$ cat config.mk
export PLATFORM = sky130hd
export DESIGN_NAME = rs_bank
export DESIGN_NICKNAME = d
export VERILOG_FILES = /design/src/rtl/rs_pkg.sv /design/src/rtl/rs_age_select.sv /design/src/rtl/rs_bank.sv
export SDC_FILE = /design/constraint.sdc
export NUM_CORES = 2
export LEC_CHECK = 0
export CORE_AREA = 3 3 405 307
export CTS_CLUSTER_DIAMETER = 120
export DETAILED_ROUTE_END_ITERATION = 10
export DIE_AREA = 0 0 408 310
export GPL_TIMING_DRIVEN = 0
export PLACE_DENSITY = 0.52
export SLEW_MARGIN = 10
export SYNTH_ARGS = -nofsm -noshare
export SYNTH_HDL_FRONTEND = slang
export SYNTH_HIERARCHICAL = 1
export SYNTH_SLANG_ARGS = --single-unit
export TNS_END_PERCENT = 10
$ cat constraint.sdc
create_clock -name clk -period 5.1 [get_ports clk]
set_input_delay 1.275 -clock clk [delete_from_list [all_inputs] [get_ports clk]]
set_output_delay 1.275 -clock clk [all_outputs]
set_load 0.1 [all_outputs]
$ cat src/rtl/rs_pkg.sv
// Shared constants for the reservation-station banks: reserved tags, unit tag bases, opcodes.
package rs_pkg;

    localparam int unsigned DEF_TAG_W = 8;
    localparam int unsigned DEF_OP_W  = 3;

    localparam logic [DEF_TAG_W-1:0] TAG_NONE     = 8'b0111_1111;
    localparam logic [DEF_TAG_W-1:0] TAG_BASE_ADD = 8'b0010_0000;
    localparam logic [DEF_TAG_W-1:0] TAG_BASE_MUL = 8'b0100_0000;
    localparam logic [DEF_TAG_W-1:0] TAG_BASE_LW  = 8'b1000_0000;

    typedef enum logic [DEF_OP_W-1:0] {
        OP_LW   = 3'b000,
        OP_SW   = 3'b001,
        OP_ADD  = 3'b010,
        OP_MUL  = 3'b011,
        OP_MV   = 3'b100,
        OP_HALT = 3'b101
    } rs_op_e;

endpackage

$ cat src/rtl/rs_age_select.sv
// Age matrix over the bank's entries and one-hot pick of the oldest ready candidate.
module rs_age_select
    import rs_pkg::*;
#(
    parameter int unsigned DEPTH = 8
) (
    input  logic             clk,
    input  logic             rst_n,
    input  logic             i_flush,
    input  logic [DEPTH-1:0] i_alloc,
    input  logic [DEPTH-1:0] i_valid,
    input  logic [DEPTH-1:0] i_cand,
    output logic [DEPTH-1:0] o_pick,
    output logic             o_any
);

    // r_older[i][j]: entry i was allocated before entry j
    logic [DEPTH-1:0] r_older [DEPTH];
    logic [DEPTH-1:0] w_blocked;

    // A new entry is younger than everything currently valid; its own row is cleared
    always_ff @(posedge clk) begin
        if (!rst_n || i_flush) begin
            for (int i = 0; i < DEPTH; i++) begin
                r_older[i] <= '0;
            end
        end else begin
            for (int k = 0; k < DEPTH; k++) begin
                if (i_alloc[k]) begin
                    for (int i = 0; i < DEPTH; i++) begin
                        r_older[k][i] <= 1'b0;
                        if (i != k) begin
                            r_older[i][k] <= i_valid[i];
                        end
                    end
                end
            end
        end
    end

    // A candidate is blocked if any other candidate is older than it
    always_comb begin
        w_blocked = '0;
        for (int i = 0; i < DEPTH; i++) begin
            for (int j = 0; j < DEPTH; j++) begin
                if (j != i && i_cand[j] && r_older[j][i]) begin
                    w_blocked[i] = 1'b1;
                end
            end
        end
    end

    assign o_pick = i_cand & ~w_blocked;
    assign o_any  = |i_cand;

endmodule

$ cat src/rtl/rs_bank.sv
// Reservation-station bank: holds waiting instructions, snoops the CDBs for missing
// operands and dispatches the oldest fully-ready entry through a valid/ready handshake.
module rs_bank
    import rs_pkg::*;
#(
    parameter int unsigned      DEPTH     = 8,
    parameter int unsigned      WORD_SIZE = 32,
    parameter int unsigned      TAG_W     = 8,
    parameter int unsigned      OP_W      = 3,
    parameter int unsigned      NCDB      = 1,
    parameter logic [TAG_W-1:0] TAG_BASE  = TAG_W'(TAG_BASE_ADD)
) (
    input  logic                      clk,
    input  logic                      rst_n,
    input  logic                      flush,
    input  logic                      issue_valid,
    output logic                      issue_ready,
    input  logic [OP_W-1:0]           issue_op,
    input  logic [TAG_W-1:0]          issue_tag_a,
    input  logic [TAG_W-1:0]          issue_tag_b,
    input  logic [WORD_SIZE-1:0]      issue_val_a,
    input  logic [WORD_SIZE-1:0]      issue_val_b,
    output logic [TAG_W-1:0]          issue_alloc_tag,
    input  logic [NCDB-1:0]           cdb_valid,
    input  logic [NCDB*TAG_W-1:0]     cdb_tag,
    input  logic [NCDB*WORD_SIZE-1:0] cdb_data,
    output logic                      disp_valid,
    input  logic                      disp_ready,
    output logic [OP_W-1:0]           disp_op,
    output logic [WORD_SIZE-1:0]      disp_a,
    output logic [WORD_SIZE-1:0]      disp_b,
    output logic [TAG_W-1:0]          disp_tag,
    output logic [$clog2(DEPTH):0]    count,
    output logic                      empty
);

    localparam int unsigned IDX_W = $clog2(DEPTH);
    localparam int unsigned CNT_W = $clog2(DEPTH) + 1;
    localparam int unsigned TW1   = TAG_W + 1;

    localparam logic [TAG_W-1:0] L_TAG_NONE = TAG_W'(TAG_NONE);
    localparam logic [TW1-1:0]   TAG_FIRST  = TW1'(TAG_BASE);
    localparam logic [TW1-1:0]   TAG_LAST   = TW1'(TAG_BASE) + TW1'(DEPTH - 1);
    localparam logic [TW1-1:0]   TAG_NONE_X = TW1'(L_TAG_NONE);

    // Elaboration-time parameter sanity
    if (DEPTH < 2 || DEPTH > 32) begin : g_bad_depth
        $error("rs_bank: DEPTH must be in 2..32");
    end
    if (NCDB < 1 || NCDB > 4) begin : g_bad_ncdb
        $error("rs_bank: NCDB must be in 1..4");
    end
    if (TAG_LAST[TAG_W] || (TAG_NONE_X >= TAG_FIRST && TAG_NONE_X <= TAG_LAST)) begin : g_bad_tags
        $error("rs_bank: entry tag range wraps or reaches TAG_NONE");
    end

    logic [DEPTH-1:0]     r_valid;
    logic [DEPTH-1:0]     r_rdy_a;
    logic [DEPTH-1:0]     r_rdy_b;
    logic [OP_W-1:0]      r_op    [DEPTH];
    logic [TAG_W-1:0]     r_tag_a [DEPTH];
    logic [TAG_W-1:0]     r_tag_b [DEPTH];
    logic [WORD_SIZE-1:0] r_val_a [DEPTH];
    logic [WORD_SIZE-1:0] r_val_b [DEPTH];
    logic [CNT_W-1:0]     r_count;

    logic [IDX_W-1:0]     w_free_idx;
    logic                 w_has_free;
    logic                 w_issue_fire;
    logic                 w_disp_fire;
    logic [DEPTH-1:0]     w_alloc_oh;
    logic [DEPTH-1:0]     w_cand;
    logic [DEPTH-1:0]     w_pick;
    logic [DEPTH-1:0]     w_disp_oh;
    logic                 w_any;
    logic [WORD_SIZE:0]   w_cap_a;
    logic [WORD_SIZE:0]   w_cap_b;
    logic                 w_new_rdy_a;
    logic                 w_new_rdy_b;
    logic [WORD_SIZE-1:0] w_new_val_a;
    logic [WORD_SIZE-1:0] w_new_val_b;
    logic [WORD_SIZE:0]   w_snp_a [DEPTH];
    logic [WORD_SIZE:0]   w_snp_b [DEPTH];

    // Returns {hit, data}; the lowest matching port wins
    function automatic logic [WORD_SIZE:0] cdb_match(
        input logic [TAG_W-1:0]          tag,
        input logic [NCDB-1:0]           v,
        input logic [NCDB*TAG_W-1:0]     tags,
        input logic [NCDB*WORD_SIZE-1:0] data
    );
        logic [WORD_SIZE:0] res;
        res = '0;
        for (int p = int'(NCDB) - 1; p >= 0; p--) begin
            if (v[p] && tags[p*TAG_W +: TAG_W] == tag) begin
                res = {1'b1, data[p*WORD_SIZE +: WORD_SIZE]};
            end
        end
        return res;
    endfunction

    // Lowest-index free entry
    always_comb begin
        w_free_idx = '0;
        for (int i = DEPTH - 1; i >= 0; i--) begin
            if (!r_valid[i]) begin
                w_free_idx = IDX_W'(i);
            end
        end
    end

    assign w_has_free      = ~&r_valid;
    assign issue_ready     = w_has_free && !flush;
    assign issue_alloc_tag = TAG_BASE + TAG_W'(w_free_idx);
    assign w_issue_fire    = issue_valid && issue_ready;
    assign w_alloc_oh      = w_issue_fire ? (DEPTH'(1) << w_free_idx) : '0;

    // Operand capture at issue: immediate value, same-cycle CDB hit, or wait on tag
    assign w_cap_a     = cdb_match(issue_tag_a, cdb_valid, cdb_tag, cdb_data);
    assign w_cap_b     = cdb_match(issue_tag_b, cdb_valid, cdb_tag, cdb_data);
    assign w_new_rdy_a = (issue_tag_a == L_TAG_NONE) || w_cap_a[WORD_SIZE];
    assign w_new_rdy_b = (issue_tag_b == L_TAG_NONE) || w_cap_b[WORD_SIZE];
    assign w_new_val_a = (issue_tag_a == L_TAG_NONE) ? issue_val_a : w_cap_a[WORD_SIZE-1:0];
    assign w_new_val_b = (issue_tag_b == L_TAG_NONE) ? issue_val_b : w_cap_b[WORD_SIZE-1:0];

    always_comb begin
        for (int i = 0; i < DEPTH; i++) begin
            w_snp_a[i] = cdb_match(r_tag_a[i], cdb_valid, cdb_tag, cdb_data);
            w_snp_b[i] = cdb_match(r_tag_b[i], cdb_valid, cdb_tag, cdb_data);
        end
    end

    assign w_cand = r_valid & r_rdy_a & r_rdy_b;

    rs_age_select #(
        .DEPTH (DEPTH)
    ) u_age (
        .clk     (clk),
        .rst_n   (rst_n),
        .i_flush (flush),
        .i_alloc (w_alloc_oh),
        .i_valid (r_valid),
        .i_cand  (w_cand),
        .o_pick  (w_pick),
        .o_any   (w_any)
    );

    assign disp_valid  = w_any;
    assign w_disp_fire = w_any && disp_ready;
    assign w_disp_oh   = w_disp_fire ? w_pick : '0;

    // Dispatch mux from registered entry state only; zero when nothing is selected
    always_comb begin
        disp_op  = '0;
        disp_a   = '0;
        disp_b   = '0;
        disp_tag = '0;
        for (int i = 0; i < DEPTH; i++) begin
            if (w_pick[i]) begin
                disp_op  = r_op[i];
                disp_a   = r_val_a[i];
                disp_b   = r_val_b[i];
                disp_tag = TAG_BASE + TAG_W'(i);
            end
        end
    end

    always_ff @(posedge clk) begin
        if (!rst_n || flush) begin
            r_valid <= '0;
            r_rdy_a <= '0;
            r_rdy_b <= '0;
            r_count <= '0;
        end else begin
            r_count <= r_count + CNT_W'(w_issue_fire) - CNT_W'(w_disp_fire);
            for (int i = 0; i < DEPTH; i++) begin
                if (w_alloc_oh[i]) begin
                    r_valid[i] <= 1'b1;
                    r_op[i]    <= issue_op;
                    r_tag_a[i] <= issue_tag_a;
                    r_tag_b[i] <= issue_tag_b;
                    r_rdy_a[i] <= w_new_rdy_a;
                    r_rdy_b[i] <= w_new_rdy_b;
                    r_val_a[i] <= w_new_val_a;
                    r_val_b[i] <= w_new_val_b;
                end else if (r_valid[i]) begin
                    if (w_disp_oh[i]) begin
                        r_valid[i] <= 1'b0;
                    end
                    if (!r_rdy_a[i] && w_snp_a[i][WORD_SIZE]) begin
                        r_rdy_a[i] <= 1'b1;
                        r_val_a[i] <= w_snp_a[i][WORD_SIZE-1:0];
                    end
                    if (!r_rdy_b[i] && w_snp_b[i][WORD_SIZE]) begin
                        r_rdy_b[i] <= 1'b1;
                        r_val_b[i] <= w_snp_b[i][WORD_SIZE-1:0];
                    end
                end
            end
        end
    end

    assign count = r_count;
    assign empty = (r_count == '0);

endmodule

Yosys cells after proc, flatten, opt, wreduce, memory -nomap -nowiden --
Memories as Yosys holds them, arrays and structs flattened. Index checks and enable logic that the tools add are counted.
Word-level totals: register bits after elaboration 28, latch bits 0, memory bits (writable) 728, ROM bits 0, input port bits 129, output and inout port bits 90, logic and storage cells 778, memories kept 6
Memories:
- r_val_a | depth 8, bits a word 32, rd ports 8, clocked after Yosys merged registers in 0, write ports 8, line rs_bank.sv:63 | logic [WORD_SIZE-1:0] r_val_a [DEPTH];
- r_val_b | depth 8, bits a word 32, rd ports 8, clocked after Yosys merged registers in 0, write ports 8, line rs_bank.sv:64 | logic [WORD_SIZE-1:0] r_val_b [DEPTH];
- r_tag_a | depth 8, bits a word 8, rd ports 8, clocked after Yosys merged registers in 0, write ports 8, line rs_bank.sv:61 | logic [TAG_W-1:0] r_tag_a [DEPTH];
- r_tag_b | depth 8, bits a word 8, rd ports 8, clocked after Yosys merged registers in 0, write ports 8, line rs_bank.sv:62 | logic [TAG_W-1:0] r_tag_b [DEPTH];
- u_age.r_older | depth 8, bits a word 8, rd ports 8, clocked after Yosys merged registers in 0, write ports 8, line rs_age_select.sv:18 | logic [DEPTH-1:0] r_older [DEPTH];
- r_op | depth 8, bits a word 3, rd ports 8, clocked after Yosys merged registers in 0, write ports 8, line rs_bank.sv:60 | logic [OP_W-1:0] r_op [DEPTH];
Cells by class: add/subtract/negate cells 3, multiply operators 0, div/mod/pow operators 0, magnitude comparators 0, equal/unequal tests 20, shift-type cells 1, muxes and demuxes 432, bitwise logic cells 140, reductions and logical operators 158
Operators by type and width (number):
- 32-bit 2-to-1 mux | 34
- 33-bit 2-to-1 mux | 18
- 1-bit 2-to-1 mux | 354
- 8-bit equality test | 18
- 1-bit OR | 136
- 1-bit logical AND | 93
- 8-bit 2-to-1 mux | 9
- 3-bit 2-to-1 mux | 16
- 2-bit nonzero test | 24
- 2-bit AND reduction | 16
- 8-bit bitwise AND | 3
- 1-bit zero test | 19
- 8-bit by 7-bit equality test with 1-bit output (second input constant) | 2
- 8-bit inverter | 1
- 8-bit AND reduction | 1
- 8-bit OR reduction | 1
- 1-bit by 3-bit << shifter with 8-bit output (first input constant) | 1
- 6-bit by 3-bit adder with 7-bit output (first input constant) | 1
- 6-bit 2-to-1 mux | 1
- 4-bit by 1-bit adder with 4-bit output | 1
- 4-bit zero test | 1
- 4-bit by 1-bit subtractor with 4-bit output | 1
- 1-bit logical OR | 3

Depth between registers and ports, before layout --
depth in word-level cells 20, gate-level depth with buffers 14, mapped depth without buffers 11

By module --
Netlist, hierarchy kept.
Modules (own cells, without submodules):
- rs_bank | instances 1, cells an instance 2576, area an instance 33304.4 µm², sequential area each 20499.7 µm²
- rs_age_select | instances 1, cells an instance 240, area an instance 2721.4 µm², sequential area each 1421.4 µm²

Least setup slack after synthesis --
OpenSTA, ideal clock, no wires.
kind register to output, start point register r_valid[0], end point output port disp_a[1], arrival 4.682 ns, required time 3.825 ns, slack -0.857 ns, stages on the path, launching flop included 15, buffers on the path 5, cell sequence dfxtp_1 -> clkbuf_1 -> and3_1 -> buf_6 -> a22o_1 -> a221oi_2 -> and4_1 -> clkbuf_1 -> nor4b_1 -> buf_2 -> buf_2 -> nand2_1 -> o21ai_0 -> a211oi_1 -> o21ai_0
On the way: elaborated cells between the ends (all ways) 68, classes of those cells mux (57); bitwise (4); reduce/logical (7)
RTL lines:
- from (decl) | line rs_bank.sv:57 | logic [DEPTH-1:0] r_valid;
- from (signal assigned) | line rs_bank.sv:170 | r_valid <= '0;
- from (signal, indexed assignment) | line rs_bank.sv:178 | r_valid[i] <= 1'b1;
- from (signal, indexed assignment) | line rs_bank.sv:188 | r_valid[i] <= 1'b0;
- 8-bit bitwise AND (2 in series) | line rs_bank.sv:133 | assign w_cand = r_valid & r_rdy_a & r_rdy_b;
- net w_cand[0] | line rs_bank.sv:72 | logic [DEPTH-1:0] w_cand;
- 1-bit logical AND | line rs_age_select.sv:46 | if (j != i && i_cand[j] && r_older[j][i]) begin
- 1-bit 2-to-1 mux (7 in series) | line rs_age_select.sv:46
- 8-bit inverter | line rs_age_select.sv:53 | assign o_pick = i_cand & ~w_blocked;
- 8-bit bitwise AND | line rs_age_select.sv:53
- net w_pick[2] | line rs_bank.sv:73 | logic [DEPTH-1:0] w_pick;
- 32-bit 2-to-1 mux (6 in series) | line rs_bank.sv:159 | if (w_pick[i]) begin
- to (decl) | line rs_bank.sv:30 | output logic [WORD_SIZE-1:0] disp_a,
The timed path passes the listed nets, and every way through them passes these cells.

Worst setup path in the final report --
start point register r_valid[0], end point output port disp_a[0]
The elaborated chain is that of the path after synthesis.

==> reports/results.txt <==
RSZ-0062 raised after global routing -> yes
Tightest Hold Check Type -> reg -> reg
area grow syn2layout -> 24.3%
EDFF count, synth -> 694
die width -> 408 um
core region area -> 120000 um2
largest area contributor in the netlist -> edfxtp_1
synth warn -> 6
final setup fails -> 3
Die ar. -> 126000 um2
crit path max fanout -> 10
Hold Fails Final Rpt -> 0
CTS tree -> yes
worst skew pair latency -> 0.68 ns
crit path capture type -> output pin
slew margin rel. -> 0.0174
VDD IR max -> 0.208 mV
multi-input logic area -> 13200 um2
status -> finished, violations left
antenna violations before repair -> 10
GR Overflow Total -> 0
Sequential Area -> 21900 um2
Row Count -> 110
fin crit share -> 1.00
PD cells -> 293 nW/um2
Avg Inst Size Synth -> 12.8 um2
hold bufs inserted after CTS -> 0
root buf cell -> clkbuf_16
ANT nets after route -> 0
cell area after synthesis -> 36000 um2
synth cell count leaders -> edfxtp_1, o2bb2ai_1, nand2_1
Static Leak -> 15.3 nW
gr usage total -> 0.244
Port-buffer cells -> 169
Clock Path Buffers -> 3
HPWL Detailed -> 111000 um
vias in the first global route -> 27200
startpoint types -> register
first-pass GRT wire length -> 218000 um
IO Count -> 219
final WL -> 161000 um
fraction of registers with async set or reset after synthesis -> 0
final routed DRC violation total -> 0
Util after Layout -> 0.373
post-DR wirelength/cell -> 33.3 um
CTS Buf Count -> 83
Yosys reg bits -> 748
worst slew pin tran -> 1.46 ns
Place WS -> -3.02 ns
Final Worst Setup Slack -> -0.0236 ns
Worst Path Required -> 3.83 ns
nets -> 3263
largest net degree at the start of global routing -> 33
Area contributors post-synth -> edfxtp_1, o2bb2ai_1, a22o_1, dfxtp_1, a22oi_1
gpl congestion -> 0.904
post-synth top area share -> 0.578
Tmin final -> 5.12 ns
Die Y -> 310 um
crit path kind -> reg -> out
count leader, synth -> edfxtp_1
Clock Sinks -> 748
starting density of the core -> 0.300
max_cap viols -> 1
DR vias/cell -> 5.95
main flop type after synthesis -> edfxtp_1
max-slew violation count -> 0
share of cells above drive strength 1 -> 0.198
# H-tree levels -> 3
Worst-path clk slew -> 0.06 ns
Synth cell types -> 71
iteration count of the initial detailed-routing pass -> 8
hold slack -> 0.499 ns
fillers -> 11600
post-synthesis sequential area ratio -> 0.608
TNS Setup -> -0.0341 ns
CP arrival -> 3.85 ns
Post-Synthesis Cells -> 2816
failing checks -> capacitance limit, setup timing
total number of vias -> 28700
Worst Skew -> 0.0511 ns
initial DRC count -> 4044
Fmax -> 195 MHz
## cell families (layout without fill, tap and decap cells)
kind of cell	count (synthesis)	in the layout	share of synthesized area
flip-flops	748	748	0.608
adder cells (fa/ha/maj)	6	6	0.00229
multiplexers	26	26	0.00722
AO/OA/AOI/OAI	1004	1004	0.224
AND/OR/NAND/NOR	511	511	0.0735
other	2	14	0.000208
buffers and inverters	373	747	0.0490
XOR/XNOR	146	146	0.0355
## cell usage in the layout (no fill, tap or decap), drive strengths merged, types with 66 or more instances in the layout
cell type / synthesis / layout
clkbuf: 173 / 266
clkdlybuf4s50: 0 / 98
xor2: 96 / 96
o221ai: 66 / 66
a22oi: 139 / 139
o21ai: 143 / 143
a22o: 126 / 126
a211oi: 73 / 73
o2bb2ai: 348 / 348
edfxtp: 694 / 694
buf: 149 / 286
nand2: 229 / 229
## path summary, 6_finish.rpt
kind / from / depth (start not counted) / to / slack (ns)
worst min-delay path: u_age/r_older[3][12] / 2 / u_age/r_older[3][12] / 0.50
worst max register to register: r_tag_b[0][31] / 6 / r_val_b[0][96] / 1.43
worst min register to register: u_age/r_older[3][12] / 2 / u_age/r_older[3][12] / 0.50
worst max-delay path: r_valid[0] / 13 / disp_a[0] / -0.02
## through the flow
stage	std cells	cell area [um2]	power [W]
3_3_place_gp	4616	39800	0.00735
3_5_place_dp	4637	40300	0.00736
4_1_cts	4805	44300	0.0131
2_1_floorplan	2823	36100	0.00707
5_1_grt	4821	44800	0.0134
6_report	4826	44800	0.0131
## sequential cells by signal, summed over array words and instances, names as in the netlist, 8 cells and up
| signal | cells |
|---|---|
| r_val_a | 256 |
| u_age/r_older | 56 |
| r_val_b | 256 |
| r_rdy_a | 8 |
| r_valid | 8 |
| r_tag_a | 64 |
| r_rdy_b | 8 |
| r_tag_b | 64 |
| r_op | 24 |
## final cells by class
type / instances / share of cell area
clock buffers: 108 / 0.0501
diodes: 5 / 0.000279
repair buffers: 229 / 0.0615
flip-flops and latches: 748 / 0.490
inverters: 51 / 0.00456
clock inverters: 46 / 0.00668
multi-input cells: 1702 / 0.295
plain buffers: 313 / 0.0464
well taps: 1624 / 0.0454
## power breakdown
part	total [W]	switching, W	internal (W)
Clock	0.00587	0.00266	0.00322
Sequential	0.00667	0.0000118	0.00666
Combinational	0.000569	0.000406	0.000162
Total	0.0131	0.00308	0.0100
## critical path, stage by stage (launching register included)
cell and delay (ns):
dfxtp_4 0.37, clkbuf_8 0.17, and3_1 0.20, buf_6 0.15, a22o_1 0.21, a221oi_2 0.23
and4_4 0.38, buf_4 0.18, buf_4 0.23, a22oi_1 0.11, o21ai_0 0.27, a211oi_2 0.09
o221ai_4 0.32, buf_8 0.25
## timing repair
item                       in CTS  in global routing
setup endpoints to repair      73                 70
gates resized for setup       861                 68
cloned                          0                  3
setup buffers                  18                 18
pin swaps                      57                 32
## per-layer routing
metal / vias up / routed length (um) / global-route usage
li1: 11800 / - / -
met1: 14600 / 67700 / 0.342
met2: 1946 / 67100 / 0.352
met3: 338 / 20200 / 0.0834
met4: 6 / 5760 / 0.0827
met5: - / 44 / 0
No activity file was read; power rests on OpenSTA's default activity.
